## src/rtl/sc_io_device.sv

```systemverilog
// Board I/O block: synchronises and debounces switches/keys for the CPU,
// latches key-press flags, drives LEDs and an 8-digit multiplexed hex display.
module sc_io_device #(
    parameter int DEBOUNCE_CYCLES = 16,
    parameter int SCAN_DIV        = 4
) (
    input  logic        clock,
    input  logic        reset,
    input  logic [9:0]  sw,
    input  logic [3:0]  key,
    input  logic [31:0] out_port0,
    input  logic [31:0] out_port1,
    output logic [31:0] in_port0,
    output logic [31:0] in_port1,
    output logic [6:0]  hex_seg,
    output logic [7:0]  hex_sel,
    output logic [9:0]  led
);

    localparam int NB = 14;
    localparam int CW = (DEBOUNCE_CYCLES > 1) ? $clog2(DEBOUNCE_CYCLES + 1) : 1;
    localparam int DW = (SCAN_DIV > 1) ? $clog2(SCAN_DIV) : 1;
    // Keys idle high (released), switches idle low.
    localparam logic [NB-1:0] IDLE = {4'hF, 10'h000};

    logic [NB-1:0] sync1, sync2, stable, stable_next;
    logic [CW-1:0] cnt      [NB];
    logic [CW-1:0] cnt_next [NB];
    logic [3:0]    flag, flag_next, press_rise;
    logic [DW-1:0] div;
    logic [2:0]    idx;
    logic [31:0]   disp;
    logic [3:0]    nibble;
    logic          unused_ctrl;

    assign unused_ctrl = ^out_port1[29:10];

    always_comb begin
        stable_next = stable;
        for (int unsigned i = 0; i < NB; i++) begin
            cnt_next[i] = '0;
            if (sync2[i] != stable[i]) begin
                if (cnt[i] == CW'(DEBOUNCE_CYCLES - 1))
                    stable_next[i] = sync2[i];
                else
                    cnt_next[i] = cnt[i] + 1'b1;
            end
        end
    end

    // A press detected on the same edge as a clear must survive the clear.
    always_comb begin
        press_rise = stable[13:10] & ~stable_next[13:10];
        flag_next  = (out_port1[31] ? 4'h0 : flag) | press_rise;
    end

    always_ff @(posedge clock or posedge reset) begin
        if (reset) begin
            sync1  <= IDLE;
            sync2  <= IDLE;
            stable <= IDLE;
            for (int unsigned i = 0; i < NB; i++) cnt[i] <= '0;
            flag   <= '0;
            led    <= '0;
        end else begin
            sync1  <= {key, sw};
            sync2  <= sync1;
            stable <= stable_next;
            for (int unsigned i = 0; i < NB; i++) cnt[i] <= cnt_next[i];
            flag   <= flag_next;
            led    <= out_port1[9:0];
        end
    end

    // Display word is only taken at the 7->0 wrap so a frame never mixes words.
    always_ff @(posedge clock or posedge reset) begin
        if (reset) begin
            div  <= '0;
            idx  <= '0;
            disp <= '0;
        end else if (div == DW'(SCAN_DIV - 1)) begin
            div <= '0;
            idx <= idx + 3'd1;
            if (idx == 3'd7) disp <= out_port0;
        end else begin
            div <= div + 1'b1;
        end
    end

    function automatic logic [6:0] glyph(input logic [3:0] n);
        case (n)
            4'h0: glyph = 7'h40;  4'h1: glyph = 7'h79;
            4'h2: glyph = 7'h24;  4'h3: glyph = 7'h30;
            4'h4: glyph = 7'h19;  4'h5: glyph = 7'h12;
            4'h6: glyph = 7'h02;  4'h7: glyph = 7'h78;
            4'h8: glyph = 7'h00;  4'h9: glyph = 7'h10;
            4'hA: glyph = 7'h08;  4'hB: glyph = 7'h03;
            4'hC: glyph = 7'h46;  4'hD: glyph = 7'h21;
            4'hE: glyph = 7'h06;  default: glyph = 7'h0E;
        endcase
    endfunction

    always_comb begin
        nibble   = disp[4*idx +: 4];
        hex_seg  = glyph(nibble);
        hex_sel  = out_port1[30] ? 8'hFF : ~(8'h01 << idx);
        in_port0 = {22'b0, stable[9:0]};
        in_port1 = {24'b0, flag, ~stable[13:10]};
    end

endmodule
```

## config.mk

```make
export PLATFORM = sky130hd
export DESIGN_NAME = sc_io_device
export DESIGN_NICKNAME = d
export VERILOG_FILES = /design/src/rtl/sc_io_device.sv
export SDC_FILE = /design/constraint.sdc
export NUM_CORES = 1
export LEC_CHECK = 0
export ABC_AREA = 0
export BUFFER_PORTS_ARGS = -buffer_cell sky130_fd_sc_hd__buf_2
export CAP_MARGIN = 20
export CORE_UTILIZATION = 48
export CTS_CLUSTER_SIZE = 8
export DETAILED_ROUTE_END_ITERATION = 6
export PLACE_DENSITY = 0.86
export SLEW_MARGIN = 20
export SYNTH_ARGS = -nofsm -noshare
export SYNTH_HDL_FRONTEND = slang
export SYNTH_SLANG_ARGS = --single-unit
```

## constraint.sdc

```tcl
create_clock -name clock -period 5 [get_ports clock]
set_clock_uncertainty 0.1 [all_clocks]
set_input_delay 0.75 -clock clock [delete_from_list [all_inputs] [get_ports clock]]
set_output_delay 0.75 -clock clock [all_outputs]
set_load 0.005 [all_outputs]
```

==> results of run 1 <==
-- layer usage --
layer  vias to the layer above  global-route usage [%]  share of wire [%]
met5                         -                       0                  0
met4                         0                    5.50                1.6
met3                        15                    5.72                5.6
met2                       129                    27.2                 50
met1                      2000                    18.0                 43
li1                       1953                       -                  -
-- cell usage in the layout, fill, tap and decap left out, drive strengths merged --
cell type,instances
clkinvlp,4
xnor2,1
and3,15
buf,104
dfrtp,151
nor3b,1
o21ai,21
ha,27
o31ai,1
nor2,56
nand2b,6
mux2i,10
o41ai,4
a22o,1
inv,25
nand3,30
or3,1
xor2,43
mux2,45
clkbuf,20
conb,46
and2,18
a211o,1
o2bb2ai,1
mux4,8
nand2,12
bufinv,2
clkinv,3
dfstp,12
-- power groups by stage --
| stage | Clock, mW | Combinational [mW] | Sequential (mW) |
|---|---|---|---|
| 2_1_floorplan | 0 | 0.138 | 1.43 |
| 3_3_place_gp | 0 | 0.162 | 1.43 |
| 3_5_place_dp | 0 | 0.166 | 1.44 |
| 4_1_cts | 1.32 | 0.169 | 1.41 |
| 5_1_grt | 1.38 | 0.194 | 1.42 |
| 6_report | 1.29 | 0.165 | 1.41 |
-- logic make-up (layout without fill, tap and decap cells) --
family                     after synthesis  count (layout)  share of synthesized area, %
xor gates and xnor gates                44              44                          5.48
and+or+nand+nor                        139             139                          9.43
muxes                                   63              63                          11.8
DFF                                    163             163                          58.2
buffers and inverters                   85             158                          7.70
other                                    1              46                        0.0533
AOI/OAI and AO/OA                       29              29                          2.49
adders and majority gates               27              27                          4.80
-- registers in the layout, summed over array words and instances, names as in the netlist --
signal and cells:
idx 3, cnt 70, disp 32, stable 14, sync2 14, led 10
div 2, flag 4, sync1 14
-- synth_stat cells, types with 2 or more instances --
master / number / area [µm²]
and2_1: 18 / 113
and3_1: 15 / 93.8
buf_1: 3 / 11.3
buf_4: 57 / 428
dfrtp_1: 151 / 3780
dfstp_2: 12 / 315
ha_1: 27 / 338
inv_1: 21 / 78.8
mux2_2: 44 / 495
mux2i_1: 8 / 80.1
mux2i_4: 2 / 45.0
mux4_1: 4 / 105
mux4_2: 4 / 90.1
nand2_1: 12 / 45.0
nand2b_1: 6 / 37.5
nand3_1: 30 / 150
nor2_1: 56 / 210
o21ai_0: 20 / 100
o41ai_1: 4 / 35.0
xor2_1: 43 / 377
-- layout make-up --
type / count / area (µm²)
clock buffer: 20 / 447
clock inverter: 12 / 146
fill: 1134 / 5990
inverter: 22 / 86.3
multi-input combinational: 348 / 2560
sequential: 163 / 4090
tap: 180 / 225
timing repair buffer: 104 / 538
-- worst max-delay path by stage --
stage                     startpoint          to  cells after the start
after floorplan               idx[0]  hex_seg[4]                      7
after global placement        idx[0]  hex_seg[5]                      8
after detailed placement      idx[0]  hex_seg[5]                      8
after CTS                     idx[0]  hex_seg[5]                      8
after global routing          idx[0]  hex_seg[5]                      8
final                         idx[0]  hex_seg[5]                      8
-- per-stage QoR --
stage | utilization [%] | cells | cell area, µm²
6_report | 57.5 | 849 | 8100
5_1_grt | 57.5 | 849 | 8100
4_1_cts | 57.5 | 849 | 8100
3_5_place_dp | 53.3 | 817 | 7510
3_3_place_gp | 53.3 | 817 | 7510
2_1_floorplan | - | 596 | 7200
==> key figures, run 1 <==
Setup path
  – CP Class: flip-flop to output pin
  – Data required, critical path: 4.15 ns
  – CP bufs+invs: 3
  – Reg-to-Reg Start: idx[0]
  – R2R depth: 5
  – CP Launch Type: flip-flop
  – Crit-path slowest cell: dfrtp_1
  – Crit path capture type: output pin
  – R2r setup slk: 2.78 ns
  – CP peak stage delay: 0.74 ns
  – CP Max Fanout: 12
  – CP Cell Sequence: mux4_1 -> mux2i_1 -> inv_1 -> ha_1 -> inv_1 -> mux2i_1 -> a22o_2 -> buf_2
  – Reg2Reg Capture Point: disp[16]
  – Arrival time worst endpoint: 3.20 ns
  – Top delay family on crit path: multiplexers

STA
  – Part of the cycle the worst path needs: 81.0%
  – WHS: 0.245 ns
  – Slew @ Worst Pin: 0.815 ns
  – Relative max-transition margin: 45.6%
  – Final Hold Fails: 0
  – Final Max Slew Viols: 0
  – Max Clk Rate: 247 MHz
  – Setup-failing EPs final: 0
  – TNS Setup: 0 ns
  – Tmin final: 4.05 ns
  – RSZ-0062 raised after global routing: no
  – PnR worst setup slack: 0.951 ns

Die
  – Top-Level Pins: 169
  – Initial Util: 49.9%
  – Std-Cell Rows: 43
  – Area of the core: 14100 µm²
  – Die Ht: 123 µm
  – Die ar.: 15100 µm²
  – Die width: 123 µm

Synthesis
  – Sequential-to-total area share from yosys stat: 58.2%
  – Synthesized area: 7030 µm²
  – Yosys warnings: 0
  – Distinct cells, synth: 34
  – Synth Flop Type: dfrtp_1
  – Cells after Synth: 551
  – Asr flop ratio synth: 100%
  – Post-synthesis register bit count: 163
  – Mean Syn Cell Area: 12.8 µm²
  – Post-synth EDFFs: 0

Route
  – Via density: 4.83
  – ANT nets after route: 0
  – Routed WL: 11.2 mm
  – DRC errors left: 0
  – Wire per inst: 13.2 µm
  – Drt pass-1 iters: 4
  – Routed via count: 4097
  – Initial DRC count: 168

Placed design
  – Pre-CTS setup slack: 1.38 ns
  – Dpl hpwl: 7.51 mm
  – Gp weighted congestion: 0.780
  – IO buf count: 102

Clocking
  – Worst-case clock buffer depth: 2
  – Sink Count: 163
  – Post-CTS Setup Bufs: 0
  – Skew-Pair Late Insertion Delay: 0.42 ns
  – Post-CTS sizing: 0
  – Clk root buf: clkbuf_16
  – Cts hold-fix bufs: 0
  – Clk slew on worst S/H paths: 0.06 ns
  – CTS Buf Count: 17
  – H-Tree Depth: 4
  – TritonCTS clock tree: done

Finish
  – Antenna diode count: 0
  – P&R area growth vs syn: 15.2%
  – Layout Nets: 763
  – Share of layout cells above drive strength 1: 29.9%

Pwr
  – Sequential Power Share: 49.2%
  – Switching Fraction: 22.9%
  – Tot Pwr: 2.87 mW
  – Fraction of power consumed by the clock network: 45.0%
  – Power per cell area: 354 nW/µm²
  – Combinational Power Share: 5.8%
  – P_int: 2.21 mW
  – Max VDD drop: 0.398 mV
  – Pleak: 4.18 nW
  – P_sw: 657 µW

Global routing
  – Number of global-route vias before repair: 4016
  – Largest net degree at the start of global routing: 164
  – First-pass GRT wire length: 18.1 mm
  – Initial antenna violation count: 0
  – Grt total ovfl: 0
  – Gr usage total: 15.8%

Worst hold path
  – HP Class: flip-flop to flip-flop
  – Hold Path Sink: sync2[4]
  – Min-delay src: sync1[4]
  – WHS Path Cells: 0

Outcome
  – Outcome: completed

Flow run
  – # Max-Cap Violations: 0
Note: power is estimated with default switching activity, not from simulation.
==> run 2, diff against run 1 <==
Settings changed: ABC_AREA 0 to 1, CORE_UTILIZATION 48 to 49, PLACE_DENSITY 0.86 to 0.87.
Clock period 5 ns to 3.43 ns, I/O delays scaled along.
==> run 2 against run 1 <==
Compared with the run above: total power is 43% higher; highest routed layer is now met5; largest cell class unchanged; sequential cell count unchanged; routed wire length increased by 11%; cell count rose by 20%; hold slack worse by 0.15 ns; core utilization fell by 0.30 points; combinational power grew 55%; clock-buffer cell count decreased by 1; register-to-register slack worse by 1.8 ns; area after synthesis increased by 2.8%.
==> key figures, run 2 <==
Clocking
  – Worst-case clock buffer depth: 2 (unchanged)
  – CTS Buf Count: 17 (unchanged)
  – Clk slew on worst S/H paths: 0.06 ns (about the same)
  – TritonCTS clock tree: done
  – Sink Count: 163 (unchanged)
  – Clk root buf: clkbuf_16
  – Post-CTS sizing: 0 (unchanged)
  – Skew-Pair Late Insertion Delay: 0.42 ns (about the same)
  – H-Tree Depth: 4 (unchanged)

Flow run
  – # Max-Cap Violations: 0 (unchanged)

STA
  – Part of the cycle the worst path needs: 90.1%
  – Relative max-transition margin: 52.8% (+7.2 points)
  – Tmin final: 3.09 ns
  – Setup-failing EPs final: 0 (unchanged)
  – Final Hold Fails: 0 (unchanged)
  – PnR worst setup slack: 0.339 ns (-0.612 ns)
  – RSZ-0062 raised after global routing: no
  – Final Max Slew Viols: 0 (unchanged)
  – Slew @ Worst Pin: 0.705 ns (-0.110 ns)
  – TNS Setup: 0 ns (unchanged)
  – Max Clk Rate: 324 MHz

Route
  – DRC errors left: 0 (unchanged)
  – Via density: 4.75 (-1.5%)
  – Wire per inst: 12.2 µm (-7.1%)
  – Drt pass-1 iters: 4 (unchanged)
  – Routed WL: 12.5 mm (+11%)
  – Routed via count: 4842 (+18%)
  – Initial DRC count: 231 (+38%)
  – ANT nets after route: 0 (unchanged)

Finish
  – Register with the most flip-flops: cnt
  – Commonest non-fill, non-tap cells in the layout: dfrtp_1, nand2_1, buf_2
  – Non-Filler Instances: 1019 (+20%)
  – Layout Nets: 929 (+22%)
  – Final Instance Area: 8280 µm² (+2.2%)
  – P&R area growth vs syn: 14.5%
  – Fin util: 57.2% (-0.30 points)
  – Antenna diode count: 0 (unchanged)
  – Number of flip-flops in the largest register: 70 (unchanged)
  – Share of layout cells above drive strength 1: 22.5% (-7.4 points)
  – Largest registers: cnt: 70 flops, disp: 32 flops
  – Most common cell after layout, fill and taps aside: dfrtp_1

Global routing
  – Met1 GRT Util: 21.1% (+3.1 points)
  – Grt total ovfl: 0 (unchanged)
  – Gr busiest metal: met2
  – Number of global-route vias before repair: 4632 (+15%)
  – Initial antenna violation count: 1 (+1)
  – First-pass GRT wire length: 20.5 mm (+14%)
  – Largest net degree at the start of global routing: 58 (-65%)
  – Met2 global-route usage: 30.3% (+3.1 points)
  – M3 GR Usage: 4.11% (-1.6 points)
  – Gr usage total: 17.6% (+1.9 points)

Synthesis
  – Count leader, synth: dfrtp_1
  – Mean Syn Cell Area: 10.1 µm² (-21%)
  – Distinct cells, synth: 31 (-8.8%)
  – Sequential-to-total area share from yosys stat: 56.6% (-1.6 points)
  – Cells after Synth: 718 (+30%)
  – Synthesized area: 7230 µm² (+2.8%)
  – Synth Flop Type: dfrtp_1
  – Area contributors post-synth: dfrtp_1, buf_4, nand2_1
  – Top-area cell type share of the netlist area: 52.3% (-1.5 points)
  – Post-synthesis register bit count: 163 (unchanged)
  – Post-synth EDFFs: 0 (unchanged)
  – Yosys warnings: 0 (unchanged)
  – Asr flop ratio synth: 100% (unchanged)
  – Top cell type by total area after synthesis: dfrtp_1
  – Post-synth top cells: dfrtp_1, nand2_1, nor2_1, inv_1, buf_4

Die
  – Initial Util: 49.9% (about the same)
  – Top-Level Pins: 169 (unchanged)
  – Std-Cell Rows: 44 (+2.3%)
  – Die width: 123 µm (+0.35%)
  – Die ar.: 15200 µm² (+0.70%)
  – Area of the core: 14500 µm² (+2.7%)
  – Die Ht: 123 µm (+0.35%)

Setup path
  – CP peak stage delay: 0.66 ns (-0.08 ns)
  – Worst setup path start: idx[1]
  – CP Cell Sequence: inv_2 -> nand3_1 -> nand3_1 -> nand2_1 -> inv_1 -> ha_1 -> nand3_1 -> nand2_1 -> nand2_1 -> nand2_1 -> buf_2
  – Data required, critical path: 2.82 ns (-1.33 ns)
  – CP bufs+invs: 3 (unchanged)
  – Crit-path slowest cell: dfrtp_1
  – CP Class: flip-flop to output pin
  – Top delay family on crit path: simple AND/OR/NAND/NOR gates
  – WP depth: 11 (+3)
  – Crit path capture type: output pin
  – CP Max Fanout: 12 (unchanged)
  – CP Launch Type: flip-flop
  – R2R depth: 7 (+2)
  – Reg2Reg Capture Point: disp[4]
  – Arrival time worst endpoint: 2.48 ns (-0.72 ns)
  – Crit path top cell by count: nand2_1
  – R2r setup slk: 0.96 ns (-1.82 ns)
  – Reg-to-Reg Start: idx[0]
  – Worst Setup EP: hex_seg[3]

Placed design
  – Placed cells: 986 (+21%)
  – Post-placement cell area: 7710 µm² (+2.7%)
  – Pre-CTS setup slack: 0.825 ns (-0.556 ns)
  – Dpl hpwl: 9.02 mm (+20%)
  – IO buf count: 102 (unchanged)
  – Gp weighted congestion: 0.834 (+7.0%)

Pwr
  – P_sw: 974 µW (+48%)
  – Combinational Power Share: 6.2% (+0.4 points)
  – Pleak: 4.36 nW (+4.2%)
  – Max VDD drop: 0.322 mV (-19%)
  – Power per cell area: 495 nW/µm² (+40%)
  – P_int: 3.12 mW (+41%)
  – Switching Fraction: 23.8% (+0.91 points)
  – Sequential Power Share: 50.1% (+0.9 points)
  – Fraction of power consumed by the clock network: 43.6% (-1.4 points)

Worst hold path
  – WHS Path Cells: 1 (+1)
  – HP Class: input pin to flip-flop

Outcome
  – Outcome: completed
-- run 2: power groups by stage --
stage               Sequential, mW  Combinational [mW]  Clock (mW)
floorplan                     2.08               0.202           0
global placement              2.08               0.246           0
detailed placement            2.09               0.258           0
CTS                           2.05               0.261        1.85
global route                  2.06               0.302        1.93
finish                        2.05               0.256        1.79
-- run 2: logic make-up after synthesis --
logic type	synth area share, %
other	0.0519
DFF	56.6
adders and majority gates	4.67
xor gates and xnor gates	3.51
muxes	2.65
AOI/OAI and AO/OA	4.60
buffers and inverters	10.9
and+or+nand+nor	16.9
-- run 2: what timing repair did --
action	CTS	global route
setup buffers	0	0
endpoints found under the hold margin	10	0
endpoints found under the setup margin	0	0
hold buffers	1	0
-- run 2: cell type report --
class	instances	area, µm²
clock buffers	19	433
clock inverters	13	125
fillers	1276	6200
inverters	78	297
multi-input cells	454	2520
flip-flops and latches	163	4090
well taps	184	230
repair buffers	108	583
-- run 2: through the flow --
step,hold WS [ns],power [mW]
2_1_floorplan,0.231,2.28
3_3_place_gp,0.231,2.33
3_5_place_dp,0.235,2.35
4_1_cts,0.0757,4.16
5_1_grt,0.0732,4.29
6_report,0.0946,4.09
-- run 2: metal layers --
layer  vias up  routed length (µm)
li1       2395                   -
met5         -                  12
met3        21                 453
met1      2318                5300
met4         2                 229
met2       106                6460
-- run 2: worst min-delay path by stage --
stage / endpoint / startpoint
2_1_floorplan: sync2[0] / sync1[0]
3_5_place_dp: sync2[7] / sync1[7]
4_1_cts: sync1[11] / key[1]
3_3_place_gp: sync2[1] / sync1[1]
6_report: sync1[10] / key[0]
5_1_grt: sync1[1] / sw[1]
-- run 2: worst register-to-register path, cell delays in order (launching register included) --
cell and delay, ns:
dfrtp_1 0.51, buf_4 0.25, ha_1 0.23, ha_1 0.21, nand2_2 0.52, buf_4 0.36, nor2_1 0.06, a21oi_1 0.13
==> run 3, diff against run 2 <==
--- a/constraint.sdc
+++ b/constraint.sdc
@@ -3,3 +3,3 @@
 set_input_delay 0.5145 -clock clock [delete_from_list [all_inputs] [get_ports clock]]
 set_output_delay 0.5145 -clock clock [all_outputs]
-set_load 0.005 [all_outputs]
+set_load 0.1 [all_outputs]
==> run 3 against run 2 <==
Compared with the run above: setup slack worse by 0.12 ns; sequential power about the same; hold slack worse by 0.0095 ns; design area up 0.42%; sequential share of layout area down 0.18 points; global-route usage up 0.13 points; clock-buffer cell count up 2; clock power up 4%; first-iteration DRC count up 13%; critical path type unchanged; critical path depth up 1; core utilization up 0.24 points.
==> key figures, run 3 (synthesis results as in run 2) <==
STA
  – Slew @ Worst Pin: 0.841 ns (+0.136 ns)
  – RSZ-0062 raised after global routing: no
  – Tmin final: 3.21 ns (+0.118 ns)
  – Setup-failing EPs final: 0 (unchanged)
  – Max Clk Rate: 312 MHz (-3.7%)
  – Relative max-transition margin: 43.8% (-9.1 points)
  – TNS Setup: 0 ns (unchanged)
  – Part of the cycle the worst path needs: 93.6% (+3.4 points)
  – Final Max Slew Viols: 0 (unchanged)
  – Final Hold Fails: 0 (unchanged)
  – PnR worst setup slack: 0.221 ns (-0.118 ns)

Finish
  – Number of flip-flops in the largest register: 70 (unchanged)
  – # fillers: 1223 (-4.2%)
  – P&R area growth vs syn: 15.0%
  – Commonest non-fill, non-tap cells in the layout: dfrtp_1, nand2_1, buf_2
  – Share of layout cells above drive strength 1: 22.8% (+0.24 points)
  – Fin util: 57.4% (+0.24 points)
  – Layout Nets: 929 (unchanged)
  – Antenna diode count: 0 (unchanged)
  – Largest registers: cnt: 70 flops, disp: 32 flops
  – Most common cell after layout, fill and taps aside: dfrtp_1
  – Register with the most flip-flops: cnt

Clocking
  – CTS Buf Count: 17 (unchanged)
  – Skew-Pair Late Insertion Delay: 0.42 ns (about the same)
  – Sink Count: 163 (unchanged)
  – Clk root buf: clkbuf_16
  – Clk slew on worst S/H paths: 0.06 ns (about the same)
  – Cts hold-fix bufs: 0 (-1)
  – H-Tree Depth: 4 (unchanged)
  – Worst-case clock buffer depth: 2 (unchanged)
  – TritonCTS clock tree: done

Die
  – Initial Util: 49.9% (unchanged)
  – Std-Cell Rows: 44 (unchanged)
  – Area of the core: 14500 µm² (unchanged)
  – Die Ht: 123 µm (unchanged)
  – Die ar.: 15200 µm² (unchanged)
  – Top-Level Pins: 169 (unchanged)
  – Die width: 123 µm (unchanged)

Route
  – Drt pass-1 iters: 5 (+1)
  – Via density: 4.76 (+0.14%)
  – Wire per inst: 12.3 µm (+0.35%)
  – DRC errors left: 0 (unchanged)
  – ANT nets after route: 0 (unchanged)
  – Initial DRC count: 261 (+13%)
  – Routed via count: 4849 (+0.14%)
  – Routed WL: 12.5 mm (+0.35%)

Setup path
  – Crit path capture type: output pin
  – CP Class: flip-flop to output pin
  – Arrival time worst endpoint: 2.59 ns (+0.11 ns)
  – CP Max Fanout: 15 (+3)
  – Data required, critical path: 2.82 ns (about the same)
  – CP Launch Type: flip-flop

Global routing
  – Number of global-route vias before repair: 4490 (-3.1%)
  – Initial antenna violation count: 0 (-1)
  – First-pass GRT wire length: 20.5 mm (unchanged)
  – Gr usage total: 17.8% (+0.13 points)
  – Largest net degree at the start of global routing: 98 (+69%)
  – Grt total ovfl: 0 (unchanged)

Placed design
  – Dpl hpwl: 8.90 mm (-1.3%)
  – Gp weighted congestion: 0.871 (+4.4%)
  – Pre-CTS setup slack: 0.521 ns (-0.304 ns)
  – IO buf count: 102 (unchanged)

Flow run
  – # Max-Cap Violations: 0 (unchanged)

Outcome
  – Outcome: completed

Pwr
  – Power per cell area: 539 nW/µm² (+8.9%)
  – Max VDD drop: 0.326 mV (+1.3%)
  – Pleak: 4.37 nW (+0.21%)

Worst hold path
  – HP Class: input pin to flip-flop
## run 3: cell count changes in the layout (fill, tap and decap cells not counted), sizes merged
cell	previous run	this run
buf	107	102
bufinv	1	2
clkbuf	19	27
clkinv	2	3
clkinvlp	5	4
dlygate4sd3	1	0
inv	83	80
## run 3: layer usage
layer	vias up	share of wire (%)	routed length [µm]	GRT usage (%)
li1	2385	-	-	-
met1	2343	43	5360	21.3
met2	105	51	6430	30.0
met3	16	3.9	489	4.66
met4	0	1.7	215	8.06
met5	-	0	0	0
## run 3: report_power, final
group | internal, mW | switching, mW | total (mW)
combinational | 0.102 | 0.464 | 0.566
clock | 1.10 | 0.764 | 1.86
sequential | 2.01 | 0.0451 | 2.05
## run 3: per-stage QoR
stage	total power, mW	hold slack [ns]	cell area (µm²)	cells
CTS	4.53	0.0607	8300	1019
finish	4.48	0.0851	8310	1019
detailed placement	2.65	0.235	7720	987
global placement	2.64	0.232	7720	987
global route	4.66	0.0642	8310	1019
floorplan	2.59	0.231	7400	763
## run 3: worst max-delay path, stage by stage (launching register included)
cell	delay, ns
dfrtp_2	0.49
inv_2	0.27
nand2_1	0.08
nand3_1	0.10
nand3_1	0.08
nand2_1	0.19
inv_1	0.12
ha_1	0.22
nand3_1	0.14
nand2_1	0.07
nand2_1	0.05
nand2_1	0.06
clkbuf_4	0.28
## run 3: path summary, 6_finish.rpt
| path | start | end | slack, ns | cells past startpoint |
|---|---|---|---|---|
| worst max-delay path | idx[0] | hex_seg[6] | 0.22 | 12 |
| worst min-delay path | key[1] | sync1[11] | 0.09 | 1 |
| worst max register to register | idx[0] | disp[28] | 1.00 | 7 |
| worst min register to register | sync1[4] | sync2[4] | 0.25 | 0 |
| max in group asynchronous | reset | idx[1] | 2.65 | 3 |
| min in group asynchronous | reset | led[8] | 0.11 | 3 |
## run 3: repair_timing
| action | in CTS | in global routing |
|---|---|---|
| endpoints found under the setup margin | 0 | 6 |
| setup buffers | 0 | 0 |
| gates resized for setup | 0 | 8 |
## run 3: final cells by class
cell class / instances / area [µm²] / share of cell area (%)
Tap cell: 184 / 230 / 2.77
Timing Repair Buffer: 108 / 596 / 7.16
Clock buffer: 21 / 450 / 5.42
Clock inverter: 11 / 128 / 1.54
Inverter: 78 / 297 / 3.57
Sequential cell: 163 / 4100 / 49.3
Multi-Input combinational cell: 454 / 2520 / 30.3
